[src/rtl/adc_seq_pkg.sv]
// rtl/adc_seq_pkg.sv - shared frame constants and state type for the ADC sequencer
package adc_seq_pkg;

    localparam int FRAME_BITS = 16;
    localparam int ADDR_HI    = 13;
    localparam int ADDR_LO    = 11;
    localparam int DATA_BITS  = 12;

    typedef enum logic [2:0] {
        IDLE,
        SETUP,
        SHIFT,
        HOLD,
        GUARD
    } seq_state_t;

endpackage

[src/rtl/adc_rr_pick.sv]
// rtl/adc_rr_pick.sv - cyclic next-set-bit selector for round-robin channel scheduling
module adc_rr_pick (
    input  logic [7:0] i_mask,
    input  logic [2:0] i_last,
    output logic [2:0] o_next
);

    logic [2:0] w_idx;
    logic       w_found;

    // Walk the mask starting one past i_last; the eighth step lands on i_last itself
    always_comb begin
        o_next  = 3'd0;
        w_idx   = 3'd0;
        w_found = 1'b0;
        for (int k = 1; k <= 8; k++) begin
            w_idx = i_last + 3'(k);
            if (!w_found && i_mask[w_idx]) begin
                o_next  = w_idx;
                w_found = 1'b1;
            end
        end
    end

endmodule

[src/rtl/adc128_seq_ctrl.sv]
// rtl/adc128_seq_ctrl.sv - ADC128S022 frame sequencer with round-robin channels and sample holding register
module adc128_seq_ctrl
    import adc_seq_pkg::*;
#(
    parameter int CLK_DIV = 12,
    parameter int NUM_CH  = 8
) (
    input  logic                 clk_clk,
    input  logic                 reset_n,
    input  logic                 trigger,
    input  logic [NUM_CH-1:0]    ch_mask,
    output logic                 adc_cs_n,
    output logic                 adc_sclk,
    output logic                 adc_din,
    input  logic                 adc_dout,
    output logic                 sample_valid,
    input  logic                 sample_ready,
    output logic [DATA_BITS-1:0] sample_data,
    output logic [2:0]           sample_ch,
    output logic                 busy,
    output logic                 overrun,
    input  logic                 overrun_clr
);

    localparam logic [7:0] DIV_LAST  = 8'(CLK_DIV - 1);
    localparam logic [4:0] HALF_LAST = 5'(2 * FRAME_BITS - 1);

    seq_state_t            r_state;
    seq_state_t            w_state_nxt;
    logic [7:0]            r_div;
    logic [4:0]            r_half;
    logic                  r_dout_s1;
    logic                  r_dout_s2;
    logic [DATA_BITS-1:0]  r_shift;
    logic [2:0]            r_next_addr;
    logic [2:0]            r_last_addr;
    logic                  r_primed;
    logic                  r_valid;
    logic [DATA_BITS-1:0]  r_data;
    logic [2:0]            r_ch;
    logic                  r_overrun;
    logic                  w_tick;
    logic                  w_start;
    logic                  w_frame_end;
    logic                  w_produce;
    logic                  w_ovr_set;
    logic [2:0]            w_pick;
    logic [FRAME_BITS-1:0] w_din_word;

    adc_rr_pick u_rr_pick (
        .i_mask (ch_mask),
        .i_last (r_last_addr),
        .o_next (w_pick)
    );

    assign w_tick      = (r_div == DIV_LAST);
    assign w_start     = (r_state == IDLE) && trigger && (ch_mask != '0);
    assign w_frame_end = (r_state == HOLD) && w_tick;
    assign w_produce   = w_frame_end && r_primed;
    assign w_ovr_set   = (trigger && (r_state != IDLE)) || (w_produce && r_valid && !sample_ready);
    assign w_din_word  = {{(FRAME_BITS - 1 - ADDR_HI){1'b0}}, r_next_addr, {ADDR_LO{1'b0}}};

    assign sample_valid = r_valid;
    assign sample_data  = r_data;
    assign sample_ch    = r_ch;
    assign overrun      = r_overrun;

    // Two-flop synchronizer for the ADC's data line
    always_ff @(posedge clk_clk) begin
        if (!reset_n) begin
            r_dout_s1 <= 1'b0;
            r_dout_s2 <= 1'b0;
        end else begin
            r_dout_s1 <= adc_dout;
            r_dout_s2 <= r_dout_s1;
        end
    end

    // Half-period divider; parked at zero in IDLE so SETUP always starts a full half
    always_ff @(posedge clk_clk) begin
        if (!reset_n || r_state == IDLE || w_tick) begin
            r_div <= '0;
        end else begin
            r_div <= r_div + 8'd1;
        end
    end

    // FSM state register
    always_ff @(posedge clk_clk) begin
        if (!reset_n) begin
            r_state <= IDLE;
        end else begin
            r_state <= w_state_nxt;
        end
    end

    // FSM next-state logic
    always_comb begin
        w_state_nxt = r_state;
        case (r_state)
            IDLE:    if (w_start)                          w_state_nxt = SETUP;
            SETUP:   if (w_tick)                           w_state_nxt = SHIFT;
            SHIFT:   if (w_tick && r_half == HALF_LAST)    w_state_nxt = HOLD;
            HOLD:    if (w_tick)                           w_state_nxt = GUARD;
            GUARD:   if (w_tick)                           w_state_nxt = IDLE;
            default:                                       w_state_nxt = IDLE;
        endcase
    end

    // FSM outputs; r_half is frozen through HOLD so only one register moves per SCLK/DIN edge
    always_comb begin
        adc_cs_n = 1'b1;
        adc_sclk = 1'b1;
        adc_din  = 1'b0;
        busy     = (r_state != IDLE);
        case (r_state)
            SETUP, HOLD: adc_cs_n = 1'b0;
            SHIFT: begin
                adc_cs_n = 1'b0;
                adc_sclk = r_half[0];
                adc_din  = w_din_word[4'(FRAME_BITS - 1) - r_half[4:1]];
            end
            default: ;
        endcase
    end

    // Half-cycle index within SHIFT: even = SCLK low, odd = SCLK high
    always_ff @(posedge clk_clk) begin
        if (!reset_n) begin
            r_half <= '0;
        end else if (r_state == SHIFT) begin
            if (w_tick && r_half != HALF_LAST) begin
                r_half <= r_half + 5'd1;
            end
        end else if (r_state != HOLD) begin
            r_half <= '0;
        end
    end

    // Capture DOUT on each SCLK rise; the four leading zeros fall off the top
    always_ff @(posedge clk_clk) begin
        if (!reset_n) begin
            r_shift <= '0;
        end else if (r_state == SHIFT && w_tick && !r_half[0]) begin
            r_shift <= {r_shift[DATA_BITS-2:0], r_dout_s2};
        end
    end

    // Address pipeline: this frame's data belongs to the address sent last frame
    always_ff @(posedge clk_clk) begin
        if (!reset_n) begin
            r_next_addr <= 3'd0;
            r_last_addr <= 3'd7;
            r_primed    <= 1'b0;
        end else begin
            if (w_start) begin
                r_next_addr <= w_pick;
            end
            if (w_frame_end) begin
                r_last_addr <= r_next_addr;
                r_primed    <= 1'b1;
            end
        end
    end

    // Sample holding register; a full, unaccepted register keeps its sample and the new one is dropped
    always_ff @(posedge clk_clk) begin
        if (!reset_n) begin
            r_valid <= 1'b0;
            r_data  <= '0;
            r_ch    <= 3'd0;
        end else if (w_produce && !(r_valid && !sample_ready)) begin
            r_valid <= 1'b1;
            r_data  <= r_shift;
            r_ch    <= r_last_addr;
        end else if (r_valid && sample_ready) begin
            r_valid <= 1'b0;
        end
    end

    // Sticky overrun; a new event outranks a same-cycle clear
    always_ff @(posedge clk_clk) begin
        if (!reset_n) begin
            r_overrun <= 1'b0;
        end else if (w_ovr_set) begin
            r_overrun <= 1'b1;
        end else if (overrun_clr) begin
            r_overrun <= 1'b0;
        end
    end

endmodule
[config.mk]
export PLATFORM = sky130hd
export DESIGN_NAME = adc128_seq_ctrl
export DESIGN_NICKNAME = d
export VERILOG_FILES = /design/src/rtl/adc_seq_pkg.sv /design/src/rtl/adc_rr_pick.sv /design/src/rtl/adc128_seq_ctrl.sv
export SDC_FILE = /design/constraint.sdc
export NUM_CORES = 1
export LEC_CHECK = 0
export CAP_MARGIN = 20
export CORE_UTILIZATION = 61
export CTS_BUF_LIST = sky130_fd_sc_hd__clkbuf_16
export DETAILED_ROUTE_END_ITERATION = 7
export MAX_ROUTING_LAYER = met4
export PLACE_DENSITY = 0.95
export SYNTH_ARGS = -nofsm -noshare
export SYNTH_HDL_FRONTEND = slang
export SYNTH_HIERARCHICAL = 1
export SYNTH_SLANG_ARGS = --single-unit
[constraint.sdc]
create_clock -name clk_clk -period 8.1 [get_ports clk_clk]
set_clock_uncertainty 0.1 [all_clocks]
set_input_delay 1.62 -clock clk_clk [delete_from_list [all_inputs] [get_ports clk_clk]]
set_output_delay 1.62 -clock clk_clk [all_outputs]
set_load 0.005 [all_outputs]
# ---- Word level (Yosys, flattened, before mapping)
# Cells that the tools add are included.
dict set report totals {
  register_bits 54
  out_inout_bits 21
  wordCells 139
  in_bits 14
}
dict set report classes {
  reduce_logical 44
  addsub 10
  magnitude_cmp 9
  eq_ne 14
  muxes 49
}
# operator n
set op_table {}
lappend op_table {{$mux W3} 13}
lappend op_table {{$lt A3 B4 Y1 const B} 8}
lappend op_table {{$bmux W1 S3} 8}
lappend op_table {{$mux W1} 23}
lappend op_table {{$logic_and A1 B1 Y1} 21}
lappend op_table {{$mux W5} 3}
lappend op_table {{$pmux W3 S5} 1}
lappend op_table {{$add A3 B3 Y3 const B} 4}
lappend op_table {{$logic_not A1 Y1} 11}
lappend op_table {{$ne A2 B2 Y1 const B} 5}
lappend op_table {{$add A8 B1 Y8 const B} 1}
lappend op_table {{$eq A8 B4 Y1 const B} 1}
lappend op_table {{$reduce_bool A8 Y1} 1}
lappend op_table {{$add A3 B2 Y3 const B} 2}
lappend op_table {{$eq A3 B2 Y1 const B} 2}
lappend op_table {{$reduce_bool A2 Y1} 3}
lappend op_table {{$add A5 B1 Y5 const B} 1}
lappend op_table {{$eq A5 B5 Y1 const B} 1}
lappend op_table {{$lt A4 B5 Y1 const B} 1}
lappend op_table {{$ne A5 B5 Y1 const B} 1}
lappend op_table {{$reduce_and A5 Y1} 1}
lappend op_table {{$bmux W1 S4} 1}
lappend op_table {{$sub A4 B4 Y4 const A} 1}
lappend op_table {{$add A3 B1 Y3 const B} 1}
lappend op_table {{9 further kinds} 11}

# ---- Depth between registers and ports, before layout
# Gate-level depths: netlist (run 1).
dict set report logic_depth {
  depth_word 25
  depth_mapped 14
}

# ---- Hierarchy
# The synthesis (run 1) kept the hierarchy.
# module cells_each area_each_um2 seq_area_each_um2 n_inst
set modules_own_cells {}
lappend modules_own_cells {adc128_seq_ctrl 229 2285.9 1081.0 1}
lappend modules_own_cells {adc_rr_pick 96 804.5 0.0 1}

# ---- Worst setup path after synthesis (run 1)
# OpenSTA, ideal clock, no wires.
dict set report synth_timing {
  kind {input to register}
  start {input ch_mask[1]}
  end {register r_next_addr[2]}
  t_arrival_ns 3.361
  slack_ns 4.523
  setup_time_ns 0.116
  t_required_ns 7.884
  path_buffers 0
  stages 9
  path_cell_list {mux4_2 mux2_4 nor2b_4 nand3_4 o32ai_1 o22ai_1 a21o_1 mux2i_1 nor2b_1}
}
dict set report synth_between {
  elab_chain_len 24
  elab_cells_between_ends 47
  cone_classes {mux (31); reduce/logical (16)}
}
# item line_no
set synth_lines {}
lappend synth_lines {{start: declaration} adc128_seq_ctrl.sv:11} ;# input logic [NUM_CH-1:0] ch_mask,
lappend synth_lines {{$bmux W1 S3} adc_rr_pick.sv:18} ;# if (!w_found && i_mask[w_idx]) begin
lappend synth_lines {{$mux W1 (implied by the code)} adc_rr_pick.sv:18}
lappend synth_lines {{$mux W1} adc_rr_pick.sv:18}
lappend synth_lines {{$logic_not A1 Y1} adc_rr_pick.sv:18}
lappend synth_lines {{$logic_and A1 B1 Y1} adc_rr_pick.sv:18}
lappend synth_lines {{$mux W1} adc_rr_pick.sv:18}
lappend synth_lines {{$logic_not A1 Y1} adc_rr_pick.sv:18}
lappend synth_lines {{$logic_and A1 B1 Y1} adc_rr_pick.sv:18}
lappend synth_lines {{[9 not listed]} --}
lappend synth_lines {{$mux W1} adc_rr_pick.sv:18}
lappend synth_lines {{$logic_not A1 Y1} adc_rr_pick.sv:18}
lappend synth_lines {{$logic_and A1 B1 Y1} adc_rr_pick.sv:18}
lappend synth_lines {{$mux W1} adc_rr_pick.sv:18}
lappend synth_lines {{$logic_not A1 Y1} adc_rr_pick.sv:18}
lappend synth_lines {{$logic_and A1 B1 Y1} adc_rr_pick.sv:18}
lappend synth_lines {{$mux W3 *} adc_rr_pick.sv:18}
lappend synth_lines {{net w_pick[2]} adc128_seq_ctrl.sv:47} ;# logic [2:0] w_pick;
lappend synth_lines {{end signal: assignment} adc128_seq_ctrl.sv:157} ;# r_next_addr <= w_pick;
lappend synth_lines {{end: declaration} adc128_seq_ctrl.sv:35} ;# logic [2:0] r_next_addr;
# Mark *: on every way through the listed nets, which the timed path passes. The rest lies on a longest branch. The select of a mux whose other input is x is not followed.
# A chain may end at the register's enable or synchronous reset.

# ---- Worst setup path after layout (run 1)
# Same ends and word-level chain as after synthesis.

==> summary by stage, run 1 <==
Floorplanning
The die area is between 5000 and 6000 µm². For this configuration, the core starts out at a cell density of 0.646. The I/O pin total is 35. The row count is 25. The die is roughly 73 µm wide.

The area of the core is 4790 µm². From bottom edge to top edge, the die measures ~73 µm.

Detailed routing
Across all layers, the routed design uses about 2400 vias. The initial detailed-routing violation count is around 160. The routed length per instance is between 15 and 20 µm. The final wirelength is roughly 6900 µm. The detailed-routing iteration count for the pre-antenna-repair pass is 4.

The count of antenna-violating nets left after detailed routing is 0. The count of unresolved DRC violations after routing is 0. The number of vias per cell after detailed routing is 5.84.

Placement
At the end of routability-driven placement, the weighted congestion stood at about 0.94. The total cell area at the placement stage is between 3000 and 4000 µm². The number of instances in the placed design is between 400 and 500. The count of port buffers added during placement is 34. The sum of net half-perimeters after detailed placement is slightly below 5000 µm.

STA
The relative slew slack is 0.353. Static timing analysis puts the maximum clock frequency at ~0.25 GHz. The number of slew-limit violations in the final report is 0. Setup repair after global routing left no endpoint under its margin. Adding up every negative setup slack in the final design gives 0 ns. The number of hold violations in the final report is 0. The worst path needs about 4.0 ns of the cycle, external delays included. The total setup violations reported at the end of the flow is 0. Dividing the final minimum period by the clock period gives 0.493. For the pin with the worst max-slew slack, the measured transition is around 0.97 ns.

Setup path
The category of the most critical setup path is input port to register. The family of cells with the greatest summed delay on the critical path is multiplexers. The endpoint identified for the worst register-to-register timing path is r_next_addr[1]$_SDFFE_PN0P_. The cell type of the slowest stage on the worst timing path is sky130_fd_sc_hd__mux4_2. The number of cell instances on the worst register-to-register path is 11. The capturing element of the worst setup path is r_next_addr[2]$_SDFFE_PN0P_. The biggest cell delay along the critical path is between 0.5 and 0.6 ns. Together, buffers and inverters on the worst path number 1.

Tracing the worst setup path back leads to its startpoint at ch_mask[1]. In this run the worst path has a maximum fanout of 7. The signal on the critical path passes through clkdlybuf4s50_1 -> mux4_2 -> mux2_4 -> nor2b_4 -> nand3_4 -> or2_1 -> nor3_1 -> a21o_1 -> mux2i_1 -> nor2b_1. The worst setup slack for register-to-register paths is roughly 4.3 ns. The startpoint class of the critical path is an input port. The critical path crosses 10 cells after its start point. At the worst endpoint, the arrival time is approximately 4.1 ns.

STA classifies the critical path endpoint as a register. STA puts the critical path data required time at 8.23 ns. The start of the worst register-to-register path is r_last_addr[0]$_SDFFE_PN1N_.

Min path
The path category of the worst min-delay check is register to register. The hold path startpoint is r_dout_s1$_SDFF_PN0_.

Pwr
Total power for the finished layout comes to about 0.00067 W. In this run the static leakage power is about 1.4 nW. The power per cell area is between 150 and 200 nW/µm². IR analysis of the VDD net gives a maximum drop of 0.000196 V.

Clocking
The number of CTS-inserted buffers is 5. The H-tree was split into 2 levels. Clock tree synthesis found a total of 54 sinks. The buffer count from post-CTS setup fixing is 0.

The number of instances resized during post-cts repair is 0. The insertion delay to the later sink of the worst-skew pair is around 0.29 ns. The CTS tree is done. After clock tree synthesis, the clock-pin slew on the worst setup and hold paths is 0.07 ns.

In this run the clock root is driven by a sky130_fd_sc_hd__clkbuf_16. The maximum number of buffers from clock root to sink is 2. The quantity of hold-fixing buffers added after cts is 0.

Global routing
The initial antenna violation count is 0. The largest net degree at the start of global routing is 28. In the global route stage, overall resource usage came out at 0.282. The total global routing overflow is 0. The via count of the first global-routing pass is ~2400. The first-pass GRT wire length is ~11000 µm.

Synthesis
The number of different library cells used by synthesis comes to 51. After synthesis the cells add up to just over 3000 µm². A synthesized cell averages 9.51 µm².

Synthesis produced about 330 cells. The share of synthesized area in the top cell type comes to 0.350. The biggest area contributor in the post-synthesis netlist is sky130_fd_sc_hd__dfxtp_1. The number of nets produced by synthesis is 344.

Of the synthesized area, sequential elements account for 0.350. Yosys printed 6 warnings. Ranked by total cell area, the synthesized netlist is headed by sky130_fd_sc_hd__dfxtp_1 (35%), sky130_fd_sc_hd__mux2i_1 (17%), sky130_fd_sc_hd__nor2b_1 (7.3%), sky130_fd_sc_hd__mux4_2 (3.6%), sky130_fd_sc_hd__nand2_1 (3.4%). The number of storage elements in the synthesis netlist is 54.

Job
The count of maximum capacitance violations is 0.

Cells and area
Compared with the post-synthesis result, the final layout area differs by 16.3%. The repair_antennas step left the layout with diodes totalling 0. The number of standard cells in the layout, taps in and fillers out is roughly 420.

At the end of the flow the core is filled with cells to 0.751. The summed area of non-filler cells in the final layout is approximately 3600 µm². The fraction of layout instances using a drive strength above 1 is 0.0684.

The final layout net count is 370.

Status
The run finished with clean final reports.
==> kinds of logic (layout without fill, tap and decap cells) <==
kind of cell,after synthesis,count (layout),share of synthesized area
simple gates,129,129,0.237
compound gates,40,40,0.0943
buf+inv,24,50,0.0397
mux,60,60,0.222
flops,54,54,0.350
fa+ha+maj,5,5,0.0202
xor+xnor,13,13,0.0368
==> worst min-delay path by stage <==
stage | to | slack, ns | cells past startpoint
2_1_floorplan | r_dout_s2$_SDFF_PN0_ | 0.31 | 1
3_3_place_gp | r_dout_s2$_SDFF_PN0_ | 0.32 | 1
3_5_place_dp | r_dout_s2$_SDFF_PN0_ | 0.34 | 1
4_1_cts | r_dout_s2$_SDFF_PN0_ | 0.36 | 1
5_1_grt | r_dout_s2$_SDFF_PN0_ | 0.39 | 1
6_report | r_dout_s2$_SDFF_PN0_ | 0.35 | 1
==> placed cells by master, fill, tap and decap left out, types with 2 or more instances in the layout <==
cell,Yosys,routed
sky130_fd_sc_hd__nand2b_1,4,4
sky130_fd_sc_hd__a21oi_1,8,8
sky130_fd_sc_hd__clkdlybuf4s50_1,0,34
sky130_fd_sc_hd__dfxtp_1,54,54
sky130_fd_sc_hd__nor2b_1,36,36
sky130_fd_sc_hd__nor4_1,3,3
sky130_fd_sc_hd__or2_1,2,2
sky130_fd_sc_hd__clkbuf_16,0,5
sky130_fd_sc_hd__mux2i_1,52,52
sky130_fd_sc_hd__nor3_1,3,3
sky130_fd_sc_hd__nand3_4,2,2
sky130_fd_sc_hd__o21ai_0,7,7
sky130_fd_sc_hd__inv_1,8,8
sky130_fd_sc_hd__a22o_1,2,2
sky130_fd_sc_hd__and2_1,3,3
sky130_fd_sc_hd__xnor2_1,7,7
sky130_fd_sc_hd__xor2_1,6,6
sky130_fd_sc_hd__nor2_1,26,26
sky130_fd_sc_hd__o221ai_1,5,5
sky130_fd_sc_hd__nand3_1,10,10
sky130_fd_sc_hd__mux4_2,5,5
sky130_fd_sc_hd__or3_1,3,3
sky130_fd_sc_hd__a21boi_0,4,4
sky130_fd_sc_hd__nand2_1,28,28
sky130_fd_sc_hd__a31oi_1,3,3
sky130_fd_sc_hd__ha_1,5,5
==> registers in the layout (all words and copies together) (netlist names) <==
register / cells
r_dout_s1: 1
r_last_addr: 3
r_half: 5
r_div: 8
r_primed: 1
overrun: 1
sample_data: 12
r_next_addr: 3
r_state: 3
r_dout_s2: 1
sample_ch: 3
sample_valid: 1
r_shift: 12
==> cell usage after synthesis, drive strengths merged <==
library cell   n
dfxtp         54
mux2i         52
nor2b         37
nand2         28
nor2          26
nand3         12
a21oi          8
buf            8
clkbuf         8
inv            8
o21ai          7
xnor2          7
mux4           6
o221ai         6
xor2           6
ha             5
nand2b         5
a21boi         4
nor3           4
nor4           4
or3            4
a31oi          3
and2           3
a22o           2
mux2           2
or2            2
a211o          1
a21o           1
a221oi         1
a41oi          1
and3           1
nand3b         1
nand4b         1
nor3b          1
o21a           1
o21bai         1
o22ai          1
o2bb2ai        1
o31ai          1
o32ai          1
==> per-layer routing <==
layer / share of wire / track usage
met1: 0.40 / 0.317
met2: 0.53 / 0.495
met3: 0.041 / 0.0456
met4: 0.022 / 0.118
met5: 0 / -
==> where the power goes <==
group,switching [W],leakage (nW),internal (W),total (W)
clock,0.0000925,0.0799,0.000145,0.000237
combinational,0.0000723,0.897,0.0000694,0.000142
sequential,0.0000156,0.436,0.000277,0.000293
total,0.000180,1.41,0.000491,0.000672
==> through the flow <==
| stage | hold WS (ns) | setup slack [ns] |
|---|---|---|
| 6_report | 0.353 | 4.10 |
| 5_1_grt | 0.388 | 3.96 |
| 4_1_cts | 0.357 | 4.12 |
| 3_5_place_dp | 0.339 | 3.85 |
| 3_3_place_gp | 0.317 | 3.93 |
| 2_1_floorplan | 0.312 | 4.52 |
==> final cells by class <==
cell class / count / area (µm²)
timing repair buffer: 35 / 348
sequential: 54 / 1080
inverter: 8 / 30.0
fill: 333 / 1190
clock buffer: 5 / 125
clock inverter: 2 / 38.8
tap: 67 / 83.8
multi-input combinational: 247 / 1890
Power figures use the tool's default switching activity.
==> run 2: changes to the inputs <==
--- a/config.mk
+++ b/config.mk
@@ -6,11 +6,11 @@
 export NUM_CORES = 1
 export LEC_CHECK = 0
 export CAP_MARGIN = 20
-export CORE_UTILIZATION = 61
+export CORE_UTILIZATION = 56
 export CTS_BUF_LIST = sky130_fd_sc_hd__clkbuf_16
 export DETAILED_ROUTE_END_ITERATION = 7
 export MAX_ROUTING_LAYER = met4
-export PLACE_DENSITY = 0.95
+export PLACE_DENSITY = 0.91
 export SYNTH_ARGS = -nofsm -noshare
 export SYNTH_HDL_FRONTEND = slang
 export SYNTH_HIERARCHICAL = 1
==> constraint.sdc (replaced) <==
create_clock -name clk_clk -period 3.95 [get_ports clk_clk]
set_clock_uncertainty 0.1 [all_clocks]
set_input_delay 0.79 -clock clk_clk [delete_from_list [all_inputs] [get_ports clk_clk]]
set_output_delay 0.79 -clock clk_clk [all_outputs]
set_load 0.005 [all_outputs]
==> run 2 against run 1 <==
Effect of this change:
- worst setup slack got worse by 3.3 ns
- sequential share of layout area shrank 0.10 points
- register-to-register slack worse by 3.3 ns
- power rose by 95%
- global-route usage shrank 4.7 points
- critical endpoint is now r_next_addr[0]$_SDFFE_PN0P_
- highest routed layer unchanged
==> summary by stage, run 2 (synthesized netlist as in run 1, its figures left out) <==
Status
The flow ran to the end, and the final reports show no timing, DRC or antenna violations.

Pwr
VDD sags by at most 0.000383 V. The leakage power figure is 1.43 nW. The power per cell area is roughly 360 nW/µm².

Cells and area
The finished layout holds between 400 and 500 standard cells, fillers aside. The library cells used most frequently in the layout, excluding fill and tap cells, are sky130_fd_sc_hd__dfxtp_1 (54), sky130_fd_sc_hd__mux2i_1 (52), sky130_fd_sc_hd__nor2b_1 (36), sky130_fd_sc_hd__clkdlybuf4s50_1 (34), sky130_fd_sc_hd__nand2_1 (28). Registers take 1080 µm². In the final layout, the share of cells above drive strength 1 is 0.0787. The final layout net count is between 300 and 400. The summed area of non-filler cells in the final layout is 3610 µm². The layout has 397 filler cells. The antenna diode count is 0. Summing all multi-input logic gate instances after layout gives 1890 µm². The area growth from synthesis to layout is 16.7%. The most common cell after layout, fill and taps aside is sky130_fd_sc_hd__dfxtp_1.

STA
The highest clock frequency the design can meet is about 0.32 GHz. Setup repair after global routing left no endpoint under its margin. The worst path in the final design needs a cycle of 3.12 ns, including I/O delays and setup. The worst pin sits at a relative slew slack of 0.371.

Hold is met by around 0.35 ns. The worst path meets setup with 0.826 ns of slack. The pin slew with the least headroom to its limit is 0.941 ns. The number of slew-limit violations in the final report was 0.

Dividing the final minimum period by the clock period gives 0.791. Setup violations remaining at the end of the flow were counted as 0. The number of hold violations in the final report is 0. In the final timing run, aggregate negative setup slack is 0 ns.

Clocking
The clock drives 54 sinks. The CTS tree is done. In this run, CTS created clock tree buffers numbering 5. After clock tree synthesis, the clock-pin slew on the worst setup and hold paths is 0.07 ns. Clock latency on the worst-skew pair, taken at its later pin, is 0.29 ns. The clock tree root buffer cell is sky130_fd_sc_hd__clkbuf_16. The maximum number of buffers from clock root to sink is 2. The number of instances resized during post-cts repair is 0.

In this run, post-CTS hold repair placed 0 buffers. The buffer count from post-CTS setup fixing is 0. The maximum level of the CTS H-tree is 2.

Min path
The worst hold path begins at r_dout_s1$_SDFF_PN0_. The path category of the worst min-delay check is register to register.

Placement
The placed instances occupy a cell area of around 3500 µm². The sum of net half-perimeters after detailed placement is between 4000 and 5000 µm. Timing analysis after detailed placement gives a worst setup slack of about 0.54 ns. The count of port buffers added during placement is 34.

The final weighted congestion in routability-driven placement is a little under 0.9. Once placement completed, the tool counted placed cells totaling 418.

Detailed routing
Dividing the detail-routed via count by the number of cells gives about 5.7. The final wirelength is 6430 µm. The initial detailed-routing violation count is approximately 140. After detailed routing, the average wire length per cell comes to 15.1 µm. The count of unresolved DRC violations after routing is 0.

The total number of vias is between 2000 and 2500. For this run, the detailed router's first-pass iteration total came to 4. In this run the remaining antenna-violating nets after routing total 0.

Setup path
The startpoint class of the critical path is an input port. The most frequent cell on the critical path is sky130_fd_sc_hd__mux2i_1. The worst setup path is of the input port to register kind. Walking the worst path, the cells encountered are clkdlybuf4s50_1 -> mux4_2 -> mux2i_1 -> nor2b_4 -> nand3_4 -> or2_1 -> nand2b_4 -> a31oi_1 -> mux2i_1 -> nor2b_1.

Along the worst path, the maximum fanout reaches 7. Among all stages on the critical path, the largest delay is contributed by sky130_fd_sc_hd__mux4_2. Data on the critical path is required at its endpoint by about 4 ns. The endpoint kind of the worst setup timing path is a register.

The startpoint of the worst setup timing path is ch_mask[4]. The worst register-to-register path begins at r_last_addr[0]$_SDFFE_PN1N_. The largest single stage delay on the critical path is 0.57 ns. The arrival time at the worst endpoint is approximately 3.3 ns.

Global routing
The via count of the first global-routing pass is 2450. The total global routing overflow is 0. The global-route total usage across every layer is 0.235.

The first-pass GRT wire length is roughly 11000 µm. The largest net degree at the start of global routing is 30. The initial antenna violation count was 0.

Floorplanning
In this run the core area contains 26 standard-cell rows. The die width is between 70 and 80 µm. The height of the die is 76.3 µm. The I/O pin total is 35. The die area is 5820 µm². The starting density of the core is 0.594.

The total area inside the core boundary comes to roughly 5200 µm².

Job
Across the run, the number of max-cap violations was 0.
run 2: worst max-delay path, delay by kind of cell:
family / cells / cell delay, ns
buffers and inverters: 1 / 0.47
AOI/OAI and AO/OA: 1 / 0.18
and+or+nand+nor: 5 / 0.87
muxes: 3 / 0.94
run 2: final timing paths:
check | to | slack (ns) | depth (start not counted)
worst max-delay path | r_next_addr[0]$_SDFFE_PN0P_ | 0.83 | 10
worst min-delay path | r_dout_s2$_SDFF_PN0_ | 0.35 | 1
worst max register to register | r_next_addr[0]$_SDFFE_PN0P_ | 0.92 | 11
worst min register to register | r_dout_s2$_SDFF_PN0_ | 0.35 | 1
run 2: metal layers:
layer	track usage	up-vias	share of wire	wire length, µm
met1	0.252	1126	0.43	2760
met3	0.0395	19	0.031	197
met5	-	-	0	0
met4	0.102	0	0.028	177
met2	0.423	60	0.51	3300
li1	-	1204	-	-
run 2: final cells by class:
type	instances	area share
multi-input cells	247	0.523
clock inverters	3	0.00486
inverters	8	0.00833
well taps	70	0.0243
clock buffers	5	0.0347
repair buffers	39	0.105
flip-flops and latches	54	0.300
run 2: power breakdown:
group	switching (W)	internal [W]	total, W	leakage, nW
logic	0.000149	0.000142	0.000292	0.916
registers	0.0000313	0.000568	0.000600	0.436
clock network	0.000188	0.000233	0.000420	0.0750
total	0.000368	0.000943	0.00131	1.43
run 2: metrics by stage:
stage,util,total power [W]
after floorplan,-,0.000798
after detailed placement,0.665,0.000896
after global routing,0.693,0.00137
after global placement,0.665,0.000885
final,0.693,0.00131
after CTS,0.693,0.00131
==> run 3: changes to the inputs <==
--- a/config.mk
+++ b/config.mk
@@ -6,11 +6,11 @@
 export NUM_CORES = 1
 export LEC_CHECK = 0
 export CAP_MARGIN = 20
-export CORE_UTILIZATION = 56
+export CORE_UTILIZATION = 51
 export CTS_BUF_LIST = sky130_fd_sc_hd__clkbuf_16
 export DETAILED_ROUTE_END_ITERATION = 7
 export MAX_ROUTING_LAYER = met4
-export PLACE_DENSITY = 0.91
+export PLACE_DENSITY = 0.87
 export SYNTH_ARGS = -nofsm -noshare
 export SYNTH_HDL_FRONTEND = slang
 export SYNTH_HIERARCHICAL = 1
==> constraint.sdc (replaced) <==
create_clock -name clk_clk -period 2.7 [get_ports clk_clk]
set_clock_uncertainty 0.1 [all_clocks]
set_input_delay 0.54 -clock clk_clk [delete_from_list [all_inputs] [get_ports clk_clk]]
set_output_delay 0.54 -clock clk_clk [all_outputs]
set_load 0.005 [all_outputs]
==> run 3 against run 2 <==
Effect of this change:
- power increased by 48%
- clock power increased by 46%
- worst setup slack got worse by 0.76 ns
- global-route usage increased by 1.0 points
- cell area increased by 9.9%
- via count increased by 6.4%
- highest routed layer unchanged
- die area increased by 9.6%
- first-iteration DRC count decreased by 11%
- critical path depth increased by 1
- wire length increased by 13%
- utilization increased by 0.54 points
- sequential cell count unchanged
==> summary by stage, run 3 (synthesized netlist as in run 1, its figures left out) <==
STA
The number of slew-limit violations in the final report is 0. Setup repair after global routing could not meet its margin everywhere. The number of hold violations in the final report is 0. In the post-route analysis, the smallest setup slack over all paths is between 0.06 and 0.07 ns. The worst hold slack is approximately 0.34 ns. Headroom to the max-slew limit came out at 0.529. The pin slew with the least headroom to its limit is between 0.7 and 0.8 ns. Timing would allow up to roughly 0.38 GHz. Setup violations remaining at the end of the flow were counted as 0.

The smallest clock period supported by the final layout is computed as 2.64 ns. In the finished design, the share of the clock period the worst path needs comes to 0.977. The sum of negative setup slack is 0 ns.

Setup path
The worst register-to-register path begins at r_last_addr[0]$_SDFFE_PN1N_. The endpoint of the lowest-slack register-to-register path is r_next_addr[1]$_SDFFE_PN0P_. The biggest cell delay along the critical path is just under 0.4 ns. On the critical path the largest part of the delay comes from simple AND/OR/NAND/NOR gates. The cell type of the slowest stage on the worst timing path is sky130_fd_sc_hd__dfxtp_4.

The endpoint kind of the worst setup timing path is a register. For flop-to-flop paths, the worst setup slack is ~0.062 ns. The critical path goes through inv_6 -> ha_4 -> mux4_2 -> mux2i_2 -> nor2b_4 -> nand3_4 -> or2_1 -> nand2b_4 -> o2bb2ai_1 -> mux2i_1 -> nor2b_1. At the worst endpoint, the arrival time is between 2 and 3 ns.

The critical path is of the register to register type. Together, buffers and inverters on the worst path number 1. The data required time at the worst endpoint is ~2.8 ns. The startpoint class of the critical path is a register. The number of cells on the worst reg-to-reg path is 11.

The maximum fanout encountered on the critical timing path is 7.

Job
The count of maximum capacitance violations is 0.

Pwr
Of the total power, the share spent switching nets is 0.279. Internal power comes to between 0.001 and 0.0015 W. The net load switching power is 0.000542 W. The power share of the combinational group is 0.232. The sequential share of power is 0.451. The peak ir drop on the vdd network is 0.000324 V. Summing internal, switching and leakage power gives between 0.0015 and 0.002 W. For this design the static power due to leakage is 1.64 nW. The power per cell area is about 490 nW/µm². The share of total power dissipated in the clock network is 0.316.

Clocking
TritonCTS created 5 clock buffers. After clock tree synthesis, the clock-pin slew on the worst setup and hold paths is 0.07 ns. The cell sitting at the root of the clock tree is a sky130_fd_sc_hd__clkbuf_16. The maximum level of the CTS H-tree is 2. The CTS tree is done. For the worst-skew pair, the clock arrives at the later sink with an insertion delay of a little under 0.3 ns. For this design, the sink count on the clock tree is 54. The longest clock path from root to sink contains 2 buffers.

Min path
The terminating pin of the worst hold path is r_dout_s2$_SDFF_PN0_. Along the worst hold path, the cell count comes to 1. The startpoint identified for the worst hold timing path is r_dout_s1$_SDFF_PN0_.

The path category of the worst min-delay check is register to register.

Floorplanning
From bottom edge to top edge, the die measures 79.8 µm. The core region is between 5000 and 6000 µm². The row count is 27. The die width is ~80 µm.

The floorplan step defined a die boundary enclosing about 6400 µm². During I/O placement, the number of pins put on the boundary was 35. The initial utilization of the core area, before any placement, comes to 0.545.

Global routing
The global-route total usage across every layer is 0.245. The largest net degree at the start of global routing is 20. The first global-routing pass estimated 11900 µm of wire. The initial antenna violation count is 0. The via count of the first global-routing pass is approximately 2500. The total global routing overflow is 0.

Detailed routing
The count of antenna-violating nets left after detailed routing is 0. In the routed design, unresolved DRC markers number 0. In the routed layout, each cell is associated on average with a via count of between 5 and 6.

The detailed-routing iteration count for the pre-antenna-repair pass is 4. The total number of vias is around 2600. The final wirelength is about 7300 µm. The first routing iteration left about 130 violations.

The routed length per instance is ~16 µm.

Status
The run finished with clean final reports.

Cells and area
The finished cells cover 3960 µm². The area overhead of the layout relative to synthesis is 28.2%. In the final layout, the share of cells above drive strength 1 is 0.199. The final layout contains approximately 410 nets.

Leaving out fill and tap cells, the most frequent cell in the layout is sky130_fd_sc_hd__dfxtp_1. The antenna diode count is 0. In the layout the commonest cells are sky130_fd_sc_hd__dfxtp_1 (52), sky130_fd_sc_hd__mux2i_1 (48), sky130_fd_sc_hd__buf_4 (40), sky130_fd_sc_hd__nor2b_1 (36), sky130_fd_sc_hd__nand2_1 (28).

Placement
The sum of net half-perimeters after detailed placement is between 5000 and 6000 µm. At the end of routability-driven placement, the weighted congestion stood at about 0.89. Summing all placed instances gives a cell area of 3740 µm².

The worst-case setup slack after placement is -0.347 ns. The count of port buffers added during placement is 34.
## run 3: changes by cell type in the layout (fill, tap and decap cells not counted), moves of 2 or more
cell / delta
sky130_fd_sc_hd__buf_4: +35
sky130_fd_sc_hd__buf_6: +2
sky130_fd_sc_hd__clkdlybuf4s50_1: -8
sky130_fd_sc_hd__dfxtp_1: -2
sky130_fd_sc_hd__dlygate4sd2_1: +5
sky130_fd_sc_hd__dlymetal6s2s_1: +3
sky130_fd_sc_hd__ha_1: -2
sky130_fd_sc_hd__inv_1: -2
sky130_fd_sc_hd__inv_6: +2
sky130_fd_sc_hd__mux2i_1: -4
sky130_fd_sc_hd__mux2i_2: +3
## run 3: worst max path at each step
| stage | start | to | slack (ns) | cells after the start |
|---|---|---|---|---|
| 2_1_floorplan | r_last_addr[0]$_SDFFE_PN1N_ | r_next_addr[0]$_SDFFE_PN0P_ | -0.009 | 14 |
| 3_3_place_gp | ch_mask[7] | r_next_addr[1]$_SDFFE_PN0P_ | -0.26 | 11 |
| 3_5_place_dp | ch_mask[1] | r_next_addr[2]$_SDFFE_PN0P_ | -0.35 | 10 |
| 4_1_cts | ch_mask[7] | r_next_addr[1]$_SDFFE_PN0P_ | 0.003 | 11 |
| 5_1_grt | r_last_addr[0]$_SDFFE_PN1N_ | r_next_addr[1]$_SDFFE_PN0P_ | -0.06 | 12 |
| 6_report | r_last_addr[0]$_SDFFE_PN1N_ | r_next_addr[1]$_SDFFE_PN0P_ | 0.06 | 11 |
## run 3: stage by stage
| step | utilization | instances |
|---|---|---|
| after detailed placement | 0.659 | 452 |
| after floorplan | - | 325 |
| after global placement | 0.659 | 452 |
| after global routing | 0.698 | 464 |
| final | 0.698 | 464 |
| after CTS | 0.684 | 460 |
## run 3: worst reg2reg max path: stages, from the launching register on
cell and delay (ns):
sky130_fd_sc_hd__dfxtp_4 0.39, sky130_fd_sc_hd__inv_6 0.05, sky130_fd_sc_hd__ha_4 0.34, sky130_fd_sc_hd__mux4_2 0.36, sky130_fd_sc_hd__mux2i_2 0.22, sky130_fd_sc_hd__nor2b_4 0.22, sky130_fd_sc_hd__nand3_4 0.13, sky130_fd_sc_hd__or2_1 0.27
sky130_fd_sc_hd__nand2b_4 0.15, sky130_fd_sc_hd__o2bb2ai_1 0.13, sky130_fd_sc_hd__mux2i_1 0.08, sky130_fd_sc_hd__nor2b_1 0.13
## run 3: per-layer routing
metal / GRT usage / share of wire
met1: 0.297 / 0.44
met2: 0.426 / 0.50
met4: 0.0554 / 0.012
met3: 0.0400 / 0.045
met5: - / 0
## run 3: what timing repair did
item	CTS	global route
pin swaps	0	3
gates resized for setup	6	14
hold buffers	0	0
setup buffers	1	4
endpoints found under the setup margin	3	3
## run 3: power by group through the flow
stage / clock, W / sequential (W) / combinational, W
after floorplan: 0 / 0.000874 / 0.000294
after global placement: 0 / 0.000893 / 0.000432
after detailed placement: 0 / 0.000895 / 0.000440
after CTS: 0.000627 / 0.000877 / 0.000443
after global routing: 0.000656 / 0.000883 / 0.000497
final: 0.000615 / 0.000877 / 0.000451
## run 3: layout make-up
type / instances / area (µm²)
tap: 72 / 90.1
clock buffer: 5 / 125
fill: 423 / 1710
multi-input combinational: 247 / 1950
sequential: 54 / 1090
clock inverter: 2 / 13.8
timing repair buffer: 76 / 664
inverter: 8 / 35.0
